File: src/rtl/aud_slot_ctrl_pkg.sv
// Shared types and helpers for the audio slot sequencer.
//   state_t : sequencer states with fixed codes (reported on o_state)
//   slot_w  : width of the slot index for a given slot count
package aud_slot_ctrl_pkg;

  typedef enum logic [2:0] {
    ST_IDLE       = 3'd0,
    ST_I2C        = 3'd1,
    ST_READY      = 3'd2,
    ST_RECD       = 3'd3,
    ST_RECD_PAUSE = 3'd4,
    ST_PLAY       = 3'd5,
    ST_PLAY_PAUSE = 3'd6
  } state_t;

  function automatic int slot_w(input int num_slots);
    return (num_slots > 1) ? $clog2(num_slots) : 1;
  endfunction

endpackage

File: src/rtl/aud_slot_ctrl_if.sv
// Control/address bus between the slot sequencer and the codec datapath
// (I2C initializer, recorder, DSP, player, SRAM mux).
//   master : the sequencer (drives starts/stops/pauses, SRAM select, address window, speed)
//   slave  : the datapath (drives init-done and the current record/play addresses)
interface aud_slot_ctrl_if #(
  parameter int ADDR_W  = 20,
  parameter int SPEED_W = 4
);
  logic               o_i2c_start;
  logic               i_i2c_finished;
  logic               o_rec_start;
  logic               o_rec_stop;
  logic               o_rec_pause;
  logic               o_dsp_start;
  logic               o_dsp_stop;
  logic               o_dsp_pause;
  logic               o_player_pause;
  logic               o_player_en;
  logic               o_sram_wr;
  logic [ADDR_W-1:0]  i_rec_addr;
  logic [ADDR_W-1:0]  i_play_addr;
  logic [ADDR_W-1:0]  o_base_addr;
  logic [ADDR_W-1:0]  o_end_addr;
  logic [SPEED_W-1:0] o_speed;
  logic               o_fast;
  logic               o_interp;

  modport master (
    output o_i2c_start, o_rec_start, o_rec_stop, o_rec_pause,
           o_dsp_start, o_dsp_stop, o_dsp_pause, o_player_pause, o_player_en,
           o_sram_wr, o_base_addr, o_end_addr, o_speed, o_fast, o_interp,
    input  i_i2c_finished, i_rec_addr, i_play_addr
  );

  modport slave (
    input  o_i2c_start, o_rec_start, o_rec_stop, o_rec_pause,
           o_dsp_start, o_dsp_stop, o_dsp_pause, o_player_pause, o_player_en,
           o_sram_wr, o_base_addr, o_end_addr, o_speed, o_fast, o_interp,
    output i_i2c_finished, i_rec_addr, i_play_addr
  );
endinterface

File: src/rtl/aud_slot_table.sv
// Per-slot recorded-length table and address window for the slot sequencer.
//   i_clk, i_rst_n   : clock, async active-low reset (clears all lengths)
//   i_slot           : currently selected slot
//   i_slot_nxt       : slot selected from the next cycle on (drives registered base/end)
//   i_len_we         : store the saturated record offset as length of i_slot
//   i_rec_addr       : recorder address;  i_play_addr : DSP address
//   o_base_addr      : registered base of the selected slot
//   o_end_addr       : registered base + recorded length (play limit)
//   o_rec_full       : registered record offset reached the last word of the region
//   o_play_end       : registered play offset reached the recorded length
//   o_len_zero       : selected slot holds no recording
module aud_slot_table #(
  parameter int ADDR_W    = 20,
  parameter int NUM_SLOTS = 4,
  parameter int SLOT_W    = 2
) (
  input  logic              i_clk,
  input  logic              i_rst_n,
  input  logic [SLOT_W-1:0] i_slot,
  input  logic [SLOT_W-1:0] i_slot_nxt,
  input  logic              i_len_we,
  input  logic [ADDR_W-1:0] i_rec_addr,
  input  logic [ADDR_W-1:0] i_play_addr,
  output logic [ADDR_W-1:0] o_base_addr,
  output logic [ADDR_W-1:0] o_end_addr,
  output logic              o_rec_full,
  output logic              o_play_end,
  output logic              o_len_zero
);

  localparam int SLOT_LOG2 = $clog2(NUM_SLOTS);
  // Largest offset inside one region (R-1)
  localparam logic [ADDR_W-1:0] OFF_MAX = {ADDR_W{1'b1}} >> SLOT_LOG2;

  logic [ADDR_W-1:0] r_len [NUM_SLOTS];
  logic [ADDR_W-1:0] r_rec_off;
  logic [ADDR_W-1:0] r_play_off;
  logic [ADDR_W-1:0] r_base;
  logic [ADDR_W-1:0] r_end;
  logic [ADDR_W-1:0] w_cur_base;
  logic [ADDR_W-1:0] w_nxt_base;
  logic [ADDR_W-1:0] w_len_sat;

  function automatic logic [ADDR_W-1:0] base_of(input logic [SLOT_W-1:0] slot);
    return ADDR_W'(slot) << (ADDR_W - SLOT_LOG2);
  endfunction

  assign w_cur_base = base_of(i_slot);
  assign w_nxt_base = base_of(i_slot_nxt);
  // An address below the base wraps to a huge offset; clamp it to the region
  assign w_len_sat  = (r_rec_off >= OFF_MAX) ? OFF_MAX : r_rec_off;

  assign o_rec_full  = (r_rec_off >= OFF_MAX);
  assign o_play_end  = (r_play_off >= r_len[i_slot]);
  assign o_len_zero  = (r_len[i_slot] == '0);
  assign o_base_addr = r_base;
  assign o_end_addr  = r_end;

  // Offset stage: relative address inside the selected region
  always_ff @(posedge i_clk) begin
    r_rec_off  <= i_rec_addr - w_cur_base;
    r_play_off <= i_play_addr - w_cur_base;
  end

  // Length table and address window stage
  always_ff @(posedge i_clk or negedge i_rst_n) begin
    if (!i_rst_n) begin
      for (int i = 0; i < NUM_SLOTS; i++) r_len[i] <= '0;
      r_base <= '0;
      r_end  <= '0;
    end else begin
      if (i_len_we) r_len[i_slot] <= w_len_sat;
      r_base <= w_nxt_base;
      // Slot never changes in the cycle a length is written, so the fresh
      // length can be forwarded straight into the end address.
      r_end  <= w_nxt_base + (i_len_we ? w_len_sat : r_len[i_slot_nxt]);
    end
  end

endmodule

File: src/rtl/aud_slot_ctrl.sv
// Top-level sequencer for the audio record/playback datapath: codec bring-up,
// then record/playback per slot with auto-stop at slot full / recording end.
//   i_clk, i_rst_n               : clock, async active-low reset
//   i_key_rec/play/pause/slot    : single-cycle debounced key pulses
//   i_speed, i_fast, i_interp    : playback settings, latched at play start/resume
//   io_bus                       : datapath control bus (aud_slot_ctrl_if.master)
//   o_slot                       : selected slot
//   o_state                      : current state code
// Build option: AUD_SLOT_CTRL_LOOP_EN makes playback restart at the end of
// the recording instead of returning to READY.
module aud_slot_ctrl import aud_slot_ctrl_pkg::*; #(
  parameter  int ADDR_W    = 20,
  parameter  int NUM_SLOTS = 4,
  parameter  int SPEED_W   = 4,
  localparam int SLOT_W    = slot_w(NUM_SLOTS)
) (
  input  logic               i_clk,
  input  logic               i_rst_n,
  input  logic               i_key_rec,
  input  logic               i_key_play,
  input  logic               i_key_pause,
  input  logic               i_key_slot,
  input  logic [SPEED_W-1:0] i_speed,
  input  logic               i_fast,
  input  logic               i_interp,
  aud_slot_ctrl_if.master    io_bus,
  output logic [SLOT_W-1:0]  o_slot,
  output logic [2:0]         o_state
);

  state_t              r_state, w_state_nxt;
  logic [SLOT_W-1:0]   r_slot, w_slot_nxt;
  logic                w_rec_start, w_rec_stop, w_dsp_start, w_dsp_stop;
  logic                w_len_we, w_latch_spd, w_restart;
  logic                r_rec_start, r_rec_stop, r_dsp_start, r_dsp_stop;
  logic                r_restart, r_dsp_start_d;
  logic                r_i2c_start, r_rec_pause, r_play_pause, r_player_en, r_sram_wr;
  logic [SPEED_W-1:0]  r_speed;
  logic                r_fast, r_interp;
  logic                w_rec_full, w_play_end, w_len_zero, w_end_guard;
  logic [ADDR_W-1:0]   w_base_addr, w_end_addr;

  aud_slot_table #(
    .ADDR_W    (ADDR_W),
    .NUM_SLOTS (NUM_SLOTS),
    .SLOT_W    (SLOT_W)
  ) u_table (
    .i_clk       (i_clk),
    .i_rst_n     (i_rst_n),
    .i_slot      (r_slot),
    .i_slot_nxt  (w_slot_nxt),
    .i_len_we    (w_len_we),
    .i_rec_addr  (io_bus.i_rec_addr),
    .i_play_addr (io_bus.i_play_addr),
    .o_base_addr (w_base_addr),
    .o_end_addr  (w_end_addr),
    .o_rec_full  (w_rec_full),
    .o_play_end  (w_play_end),
    .o_len_zero  (w_len_zero)
  );

  // The play offset is stale for two cycles after a start pulse (the DSP has
  // not yet rewound), so the end compare is ignored in that window.
  assign w_end_guard = r_dsp_start | r_dsp_start_d;

  always_comb begin
    w_state_nxt = r_state;
    w_slot_nxt  = r_slot;
    w_rec_start = 1'b0;
    w_rec_stop  = 1'b0;
    w_dsp_start = 1'b0;
    w_dsp_stop  = 1'b0;
    w_len_we    = 1'b0;
    w_latch_spd = 1'b0;
    w_restart   = 1'b0;
    case (r_state)
      ST_IDLE: begin
        if (i_key_rec | i_key_play | i_key_pause | i_key_slot) w_state_nxt = ST_I2C;
      end
      ST_I2C: begin
        if (io_bus.i_i2c_finished) w_state_nxt = ST_READY;
      end
      ST_READY: begin
        if (i_key_rec) begin
          w_state_nxt = ST_RECD;
          w_rec_start = 1'b1;
        end else if (i_key_play) begin
          if (!w_len_zero) begin
            w_state_nxt = ST_PLAY;
            w_dsp_start = 1'b1;
            w_latch_spd = 1'b1;
          end
        end else if (i_key_slot) begin
          w_slot_nxt = (r_slot == SLOT_W'(NUM_SLOTS - 1)) ? '0 : r_slot + 1'b1;
        end
      end
      ST_RECD: begin
        if (i_key_rec | w_rec_full) begin
          w_state_nxt = ST_READY;
          w_rec_stop  = 1'b1;
          w_len_we    = 1'b1;
        end else if (i_key_pause) begin
          w_state_nxt = ST_RECD_PAUSE;
        end
      end
      ST_RECD_PAUSE: begin
        if (i_key_rec) begin
          w_state_nxt = ST_READY;
          w_rec_stop  = 1'b1;
          w_len_we    = 1'b1;
        end else if (i_key_pause) begin
          w_state_nxt = ST_RECD;
        end
      end
      ST_PLAY: begin
        if (i_key_play) begin
          w_state_nxt = ST_READY;
          w_dsp_stop  = 1'b1;
        end else if (r_restart) begin
          w_dsp_start = 1'b1;
          if (i_key_pause) w_state_nxt = ST_PLAY_PAUSE;
        end else if (w_play_end && !w_end_guard) begin
          w_dsp_stop = 1'b1;
`ifdef AUD_SLOT_CTRL_LOOP_EN
          w_restart  = 1'b1;
`else
          w_state_nxt = ST_READY;
`endif
        end else if (i_key_pause) begin
          w_state_nxt = ST_PLAY_PAUSE;
        end
      end
      ST_PLAY_PAUSE: begin
        if (i_key_play) begin
          w_state_nxt = ST_READY;
          w_dsp_stop  = 1'b1;
        end else if (i_key_pause) begin
          w_state_nxt = ST_PLAY;
          w_latch_spd = 1'b1;
        end
      end
      default: w_state_nxt = ST_IDLE;
    endcase
  end

  // Output register stage: every level is derived from the next state
  always_ff @(posedge i_clk or negedge i_rst_n) begin
    if (!i_rst_n) begin
      r_state       <= ST_IDLE;
      r_slot        <= '0;
      r_rec_start   <= 1'b0;
      r_rec_stop    <= 1'b0;
      r_dsp_start   <= 1'b0;
      r_dsp_stop    <= 1'b0;
      r_restart     <= 1'b0;
      r_dsp_start_d <= 1'b0;
      r_i2c_start   <= 1'b0;
      r_rec_pause   <= 1'b0;
      r_play_pause  <= 1'b0;
      r_player_en   <= 1'b0;
      r_sram_wr     <= 1'b0;
      r_speed       <= '0;
      r_fast        <= 1'b0;
      r_interp      <= 1'b0;
    end else begin
      r_state       <= w_state_nxt;
      r_slot        <= w_slot_nxt;
      r_rec_start   <= w_rec_start;
      r_rec_stop    <= w_rec_stop;
      r_dsp_start   <= w_dsp_start;
      r_dsp_stop    <= w_dsp_stop;
      r_restart     <= w_restart;
      r_dsp_start_d <= r_dsp_start;
      r_i2c_start   <= (w_state_nxt != ST_IDLE);
      r_rec_pause   <= (w_state_nxt == ST_RECD_PAUSE);
      r_play_pause  <= (w_state_nxt == ST_PLAY_PAUSE);
      r_player_en   <= (w_state_nxt == ST_PLAY) || (w_state_nxt == ST_PLAY_PAUSE);
      r_sram_wr     <= (w_state_nxt == ST_RECD);
      if (w_latch_spd) begin
        r_speed  <= i_speed;
        r_fast   <= i_fast;
        r_interp <= i_interp;
      end
    end
  end

  assign io_bus.o_i2c_start    = r_i2c_start;
  assign io_bus.o_rec_start    = r_rec_start;
  assign io_bus.o_rec_stop     = r_rec_stop;
  assign io_bus.o_rec_pause    = r_rec_pause;
  assign io_bus.o_dsp_start    = r_dsp_start;
  assign io_bus.o_dsp_stop     = r_dsp_stop;
  assign io_bus.o_dsp_pause    = r_play_pause;
  assign io_bus.o_player_pause = r_play_pause;
  assign io_bus.o_player_en    = r_player_en;
  assign io_bus.o_sram_wr      = r_sram_wr;
  assign io_bus.o_base_addr    = w_base_addr;
  assign io_bus.o_end_addr     = w_end_addr;
  assign io_bus.o_speed        = r_speed;
  assign io_bus.o_fast         = r_fast;
  assign io_bus.o_interp       = r_interp;
  assign o_slot                = r_slot;
  assign o_state               = r_state;

endmodule

File: src/flat_wrapper.sv
// flat-port wrapper written by rule: the top's interface ports become plain ports
module aud_slot_ctrl_flat import aud_slot_ctrl_pkg::*;
#(
  parameter  int ADDR_W    = 20,
  parameter  int NUM_SLOTS = 4,
  parameter  int SPEED_W   = 4,
  localparam int SLOT_W    = slot_w(NUM_SLOTS)
)
  (i_clk, i_rst_n, i_key_rec, i_key_play, i_key_pause, i_key_slot, i_speed, i_fast, i_interp, o_slot, o_state, io_bus_o_i2c_start, io_bus_o_rec_start, io_bus_o_rec_stop, io_bus_o_rec_pause, io_bus_o_dsp_start, io_bus_o_dsp_stop, io_bus_o_dsp_pause, io_bus_o_player_pause, io_bus_o_player_en, io_bus_o_sram_wr, io_bus_o_base_addr, io_bus_o_end_addr, io_bus_o_speed, io_bus_o_fast, io_bus_o_interp, io_bus_i_i2c_finished, io_bus_i_rec_addr, io_bus_i_play_addr);
  aud_slot_ctrl_if #(.ADDR_W(ADDR_W), .SPEED_W(SPEED_W)) io_bus_i ();
  input  logic i_clk;
  input  logic i_rst_n;
  input  logic i_key_rec;
  input  logic i_key_play;
  input  logic i_key_pause;
  input  logic i_key_slot;
  input  logic [SPEED_W-1:0] i_speed;
  input  logic i_fast;
  input  logic i_interp;
  output logic [SLOT_W-1:0] o_slot;
  output logic [2:0] o_state;
  output wire logic [$bits(io_bus_i.o_i2c_start)-1:0] io_bus_o_i2c_start;
  output wire logic [$bits(io_bus_i.o_rec_start)-1:0] io_bus_o_rec_start;
  output wire logic [$bits(io_bus_i.o_rec_stop)-1:0] io_bus_o_rec_stop;
  output wire logic [$bits(io_bus_i.o_rec_pause)-1:0] io_bus_o_rec_pause;
  output wire logic [$bits(io_bus_i.o_dsp_start)-1:0] io_bus_o_dsp_start;
  output wire logic [$bits(io_bus_i.o_dsp_stop)-1:0] io_bus_o_dsp_stop;
  output wire logic [$bits(io_bus_i.o_dsp_pause)-1:0] io_bus_o_dsp_pause;
  output wire logic [$bits(io_bus_i.o_player_pause)-1:0] io_bus_o_player_pause;
  output wire logic [$bits(io_bus_i.o_player_en)-1:0] io_bus_o_player_en;
  output wire logic [$bits(io_bus_i.o_sram_wr)-1:0] io_bus_o_sram_wr;
  output wire logic [$bits(io_bus_i.o_base_addr)-1:0] io_bus_o_base_addr;
  output wire logic [$bits(io_bus_i.o_end_addr)-1:0] io_bus_o_end_addr;
  output wire logic [$bits(io_bus_i.o_speed)-1:0] io_bus_o_speed;
  output wire logic [$bits(io_bus_i.o_fast)-1:0] io_bus_o_fast;
  output wire logic [$bits(io_bus_i.o_interp)-1:0] io_bus_o_interp;
  input wire logic [$bits(io_bus_i.i_i2c_finished)-1:0] io_bus_i_i2c_finished;
  input wire logic [$bits(io_bus_i.i_rec_addr)-1:0] io_bus_i_rec_addr;
  input wire logic [$bits(io_bus_i.i_play_addr)-1:0] io_bus_i_play_addr;
  assign io_bus_o_i2c_start = io_bus_i.o_i2c_start;
  assign io_bus_o_rec_start = io_bus_i.o_rec_start;
  assign io_bus_o_rec_stop = io_bus_i.o_rec_stop;
  assign io_bus_o_rec_pause = io_bus_i.o_rec_pause;
  assign io_bus_o_dsp_start = io_bus_i.o_dsp_start;
  assign io_bus_o_dsp_stop = io_bus_i.o_dsp_stop;
  assign io_bus_o_dsp_pause = io_bus_i.o_dsp_pause;
  assign io_bus_o_player_pause = io_bus_i.o_player_pause;
  assign io_bus_o_player_en = io_bus_i.o_player_en;
  assign io_bus_o_sram_wr = io_bus_i.o_sram_wr;
  assign io_bus_o_base_addr = io_bus_i.o_base_addr;
  assign io_bus_o_end_addr = io_bus_i.o_end_addr;
  assign io_bus_o_speed = io_bus_i.o_speed;
  assign io_bus_o_fast = io_bus_i.o_fast;
  assign io_bus_o_interp = io_bus_i.o_interp;
  assign io_bus_i.i_i2c_finished = io_bus_i_i2c_finished;
  assign io_bus_i.i_rec_addr = io_bus_i_rec_addr;
  assign io_bus_i.i_play_addr = io_bus_i_play_addr;
  aud_slot_ctrl #(.ADDR_W(ADDR_W), .NUM_SLOTS(NUM_SLOTS), .SPEED_W(SPEED_W)) u_core (.i_clk(i_clk), .i_rst_n(i_rst_n), .i_key_rec(i_key_rec), .i_key_play(i_key_play), .i_key_pause(i_key_pause), .i_key_slot(i_key_slot), .i_speed(i_speed), .i_fast(i_fast), .i_interp(i_interp), .io_bus(io_bus_i), .o_slot(o_slot), .o_state(o_state));
endmodule
File: config.mk
export PLATFORM = sky130hd
export DESIGN_NAME = aud_slot_ctrl_flat
export DESIGN_NICKNAME = d
export VERILOG_FILES = /design/src/rtl/aud_slot_ctrl_pkg.sv /design/src/rtl/aud_slot_ctrl_if.sv /design/src/rtl/aud_slot_table.sv /design/src/rtl/aud_slot_ctrl.sv /design/src/flat_wrapper.sv
export SDC_FILE = /design/constraint.sdc
export NUM_CORES = 1
export LEC_CHECK = 0
export CAP_MARGIN = 25
export CORE_MARGIN = 2
export CORE_UTILIZATION = 30
export CTS_CLUSTER_DIAMETER = 80
export CTS_CLUSTER_SIZE = 30
export DETAILED_ROUTE_END_ITERATION = 8
export SLEW_MARGIN = 15
export SYNTH_ARGS = -nofsm -noshare
export SYNTH_HDL_FRONTEND = slang
export SYNTH_SLANG_ARGS = --single-unit
File: constraint.sdc
create_clock -name i_clk -period 7.2 [get_ports i_clk]
set_input_delay 1.44 -clock i_clk [delete_from_list [all_inputs] [get_ports i_clk]]
set_output_delay 1.44 -clock i_clk [all_outputs]
set_load 0.1 [all_outputs]
**Yosys cells after proc, flatten, opt, wreduce, memory -nomap -nowiden**

Index checks and enable logic that the tools add are counted.
W data, S select, Z words.

- Flip-flop bits (word level): 161
- Output and inout bits: 61
- Word-level logic and storage cells: 102

- Add/subtract/negate cells: 4
- Magnitude comparators: 5
- Equal/unequal tests: 11
- Mux-type cells: 46
- Bitwise gates (word level): 7
- Reduce and logical (&&, ||, !) cells: 7

Operators by type and width:

| kind | count |
|---|---|
| $mux W20 | 7 |
| $bmux W20 S2 | 2 |
| $bwmux W80 | 1 |
| $mux W3 | 14 |
| $demux W20 S2 | 1 |
| $sub A20 B20 Y20 | 2 |
| $pmux W3 S7 | 1 |
| $add A20 B20 Y20 | 1 |
| $ge A20 B18 Y1 const B | 1 |
| $ge A20 B20 Y1 | 1 |
| $logic_not A20 Y1 | 1 |
| $eq A3 B3 Y1 const B | 6 |
| $mux W1 | 12 |
| $mux W2 | 5 |
| $eq A3 B2 Y1 const B | 3 |
| $ge A3 B3 Y1 const B | 2 |
| $not A2 Y3 | 2 |
| $pmux W1 S2 | 3 |
| $or A1 B1 Y1 | 5 |
| $eq A3 B1 Y1 const B | 1 |
| $logic_not A3 Y1 | 1 |
| $lt A3 B1 Y1 const B | 1 |
| $reduce_bool A3 Y1 | 1 |
| $add A2 B1 Y2 const B | 1 |
| 4 further kinds | 5 |

**Logic depth before layout (Yosys ltp)**

- Depth in word-level cells: 12
- Depth in mapped cells: 12
- Mapped depth without buffers: 10

**Hierarchy**

Synthesis repeated with hierarchy kept, for this count alone.

- Cells, all modules: 645
- Area total of the unflattened synthesis: 7235.7 um^2

Modules (own cells, without submodules):

| module | times used | cells an instance | area an instance (um^2) |
|---|---|---|---|
| aud_slot_table | 1 | 546 | 6165.9 |
| aud_slot_ctrl | 1 | 99 | 1069.8 |

**Least setup slack after synthesis**

OpenSTA, ideal clock, no wires.

- Path type: flip-flop to flip-flop
- From: reg, netlist name u_core.u_table.o_base_addr[18]
- To: reg u_core.r_i2c_start (netlist: u_core.io_bus.o_i2c_start)
- Library setup time: 0.141 ns
- Arrival: 3.439 ns
- Path slack: 3.620 ns
- Stages on the path, launching flop included: 11
- Buffers on the path: 1
- Cells stage by stage: dfrtp_1 buf_2 mux4_2 inv_1 ha_1 nand4_1 o311a_1 o31ai_1 nor2_1 a211oi_1 nand4bb_1

RTL lines:

| item | RTL line | source |
|---|---|---|
| end signal, assigned | aud_slot_ctrl.sv:174 | `r_i2c_start <= (w_state_nxt != ST_IDLE);` |
| end, declared | aud_slot_ctrl.sv:37 | `logic r_i2c_start, r_rec_pause, r_play_pause, r_player_en, r_sram_wr;` |

**Worst setup path in the final report**

- From: in i_key_play
- To: reg u_core.u_table.r_end[4] (netlist: u_core.u_table.o_end_addr[4])

- Cells in the longest elaborated chain, start to end: 9

RTL lines:

| item | RTL line | source |
|---|---|---|
| start, declared | flat_wrapper.sv:14 | `input logic i_key_play;` |
| $mux W2 | aud_slot_ctrl.sv:87 | `end else if (i_key_play) begin` |
| $mux W2 | aud_slot_ctrl.sv:84 | `if (i_key_rec) begin` |
| $mux W2 | aud_slot_ctrl.sv:76 | `case (r_state)` |
| $not A2 Y3 (not written as such) | aud_slot_table.sv:76 | `r_end <= w_nxt_base + (i_len_we ? w_len_sat : r_len[i_slot_nxt]);` |
| $bmux W20 S2 | aud_slot_table.sv:76 |  |
| $mux W20 (not written as such) (2 in a row) | aud_slot_table.sv:76 |  |
| $mux W20 | aud_slot_table.sv:76 |  |
| $add A20 B20 Y20 | aud_slot_table.sv:76 |  |
| end signal, assigned | aud_slot_table.sv:76 |  |
| end, declared | aud_slot_table.sv:39 | `logic [ADDR_W-1:0] r_end;` |

Every way passes these cells. The select of a mux whose other input is x is not followed.
A chain may end at the register's enable or synchronous reset.

==> reports/summary.txt <==
WS Path Type: in2reg
clock root cell: clkbuf_16
YS warnings: 0
total die area: 0.0255 mm²
layout cells sized above 1: 11.2%
design area: 0.00903 mm²
# setup viols final: 0
most frequent cells in the layout: nor2_1 (122), dfrtp_1 (121), a21oi_1 (102)
Synth async-reset ratio: 75.2%
final hold vios: 0
first-pass GRT wire length: 29.0 mm
Syn Inst Count: 653
vias in the first global route: 5161
syn avg cell area: 11.1 µm²
VDD IR max: 209 µV
vias: 4998
number of synthesized flops with an enable pin: 0
crit start category: input port
clock skew: 0.0154 ns
Port Buffers: 95
Clock Sinks: 161
post-CTS sizing: 0
Rel. slew slack: 33.6%
status: finished, final reports clean
clk slew on worst S/H paths: 0.06 ns
Synth Register Bits: 161
gr ovfl total: 0
crit path max fanout: 12
crit end category: register
Cell Count, Final, Fillers Out: 1068
setup TNS: 0 ns
Seq/Total Area, Yosys: 52.7%
Die Y: 160 µm
Top FF cell, synth: dfrtp_1
static leakage: 3.70 nW
first-pass iteration count of the detailed router: 4
fmax: 0.248 GHz
DRC Markers: 0
Worst Path Arrival: 4.31 ns
# hold bufs at CTS: 0
clock latency on the worst-skew pair: 0.42 ns
floorplan core area: 0.0236 mm²
worst slack, placed: 2.74 ns
Initial DRC Count: 344
Post-CTS Setup Bufs: 0
area post-placement: 0.00845 mm²
routed len/inst: 16.7 µm
row count: 56
final WL: 17.8 mm
Post-Syn Area: 0.00726 mm²
commonest non-fill, non-tap cell in the layout: nor2_1
gr usage total: 14.6%
Max Cap Viol: 0
initial antenna violation count: 0
synth top area cells: dfrtp_1 (42%), dfxtp_1 (11%), mux4_2 (9.9%), a21oi_1 (7.0%), nor2_1 (6.3%)
Synth area leader: dfrtp_1
CTS buffer count: 17
worst-margin pin slew: 0.975 ns
H-tree depth: 4
IO Pins: 114
Period minus WS final: 4.04 ns
Clock Tree Buf Depth: 2
Starting Density: 30.7%
Final nets: 816
CTS tree: built
Via-to-Cell Ratio: 4.68
Final period util: 56.1%
Worst Hold Class: reg2reg
gp weighted congestion: 0.796
pwr dens: 504 mW/mm²
placed cells: 1035
RSZ-0062 raised after global routing: false
Detail Placement HPWL: 12.1 mm
Final WS setup: 3.16 ns
synth unique cells: 49
largest net degree at the start of global routing: 75
ANT cells: 0
Slew Limit Fails: 0
top-area cell type share of the netlist area: 41.7%
area delta synth->final: 24.4%
Die Wd: 160 µm
Req. time, crit path: 7.47 ns
Antenna Nets Post-Route: 0
metal layers:
layer / GRT usage (%) / share of wire [%] / vias to the layer above
met5: 0 / 0 / -
met4: 3.80 / 0.95 / 0
met3: 4.38 / 6.2 / 11
met2: 23.1 / 47 / 152
met1: 19.7 / 46 / 2427
li1: - / - / 2408
metrics by stage:
step | util [%] | hold slack (ns) | power, mW
after global placement | 35.8 | 0.443 | 3.70
final | 38.3 | 0.471 | 4.55
after detailed placement | 35.8 | 0.447 | 3.73
after global routing | 38.3 | 0.487 | 4.86
after CTS | 38.1 | 0.461 | 4.60
after floorplan | - | 0.476 | 3.15
cell type report:
cell class	instances	area (µm²)
multi-input combinational	419	3090
inverter	32	120
clock inverter	4	26.3
fill	2301	14600
sequential	161	3830
clock buffer	28	529
tap	319	399
timing repair buffer	105	1040
power breakdown:
group          internal, mW  leakage [nW]  total (mW)  switching, mW
registers              1.20          1.64        1.42          0.223
clock network         0.501         0.269       0.847          0.346
logic                 0.794          1.80        2.29           1.49
cell families after synthesis:
family          Yosys count  share of synthesized area, %
simple gates            190                          11.6
flops                   161                          52.7
compound gates          130                          9.98
buf+inv                  90                          6.10
mux                      48                          14.1
fa+ha+maj                27                          4.65
xor+xnor                  6                         0.724
other cells               1                        0.0517
worst max-delay path, stage by stage:
cell             delay (ns)
clkdlybuf4s50_1        0.58
nor2_1                 0.17
nand3_1                0.22
xnor2_2                0.77
buf_4                  0.43
mux4_2                 0.54
nor2_1                 0.10
a21oi_1                0.05
Yosys cell counts (6+ instances only):
cell and number:
nor2_1 122, dfrtp_1 121, a21oi_1 102, dfxtp_1 40, inv_1 32, mux4_2 32
ha_1 27, buf_4 23, clkbuf_1 19, nand2_1 14, nor2b_1 10, buf_2 9
nor3_1 9, mux4_1 7, o21ai_0 7, buf_1 6, mux2_4 6, nor4_1 6
xnor2_1 6
state kept, by name (all words and copies together) (netlist names), 2 cells and up:
register and cells:
u_core.u_table.r_len 80, u_core.io_bus.o_speed 4, u_core.u_table.o_base_addr 2, u_core.u_table.o_end_addr 20, u_core.u_table.r_play_off 20, u_core.u_table.r_rec_off 20
u_core.o_state 3
final timing paths:
check | from | end | slack [ns] | cells after the start
min | u_core.io_bus.o_dsp_start | u_core.r_dsp_start_d | 0.47 | 0
min in group asynchronous | i_rst_n | u_core.io_bus.o_dsp_start | 1.04 | 1
min reg2reg | u_core.io_bus.o_dsp_start | u_core.r_dsp_start_d | 0.47 | 0
max reg2reg | u_core.u_table.o_base_addr[19] | u_core.io_bus.o_i2c_start | 3.85 | 10
max in group asynchronous | i_rst_n | u_core.u_table.r_len[67] | 5.13 | 3
max | i_key_play | u_core.u_table.o_end_addr[4] | 3.16 | 8
No activity file was read; power rests on OpenSTA's default activity.
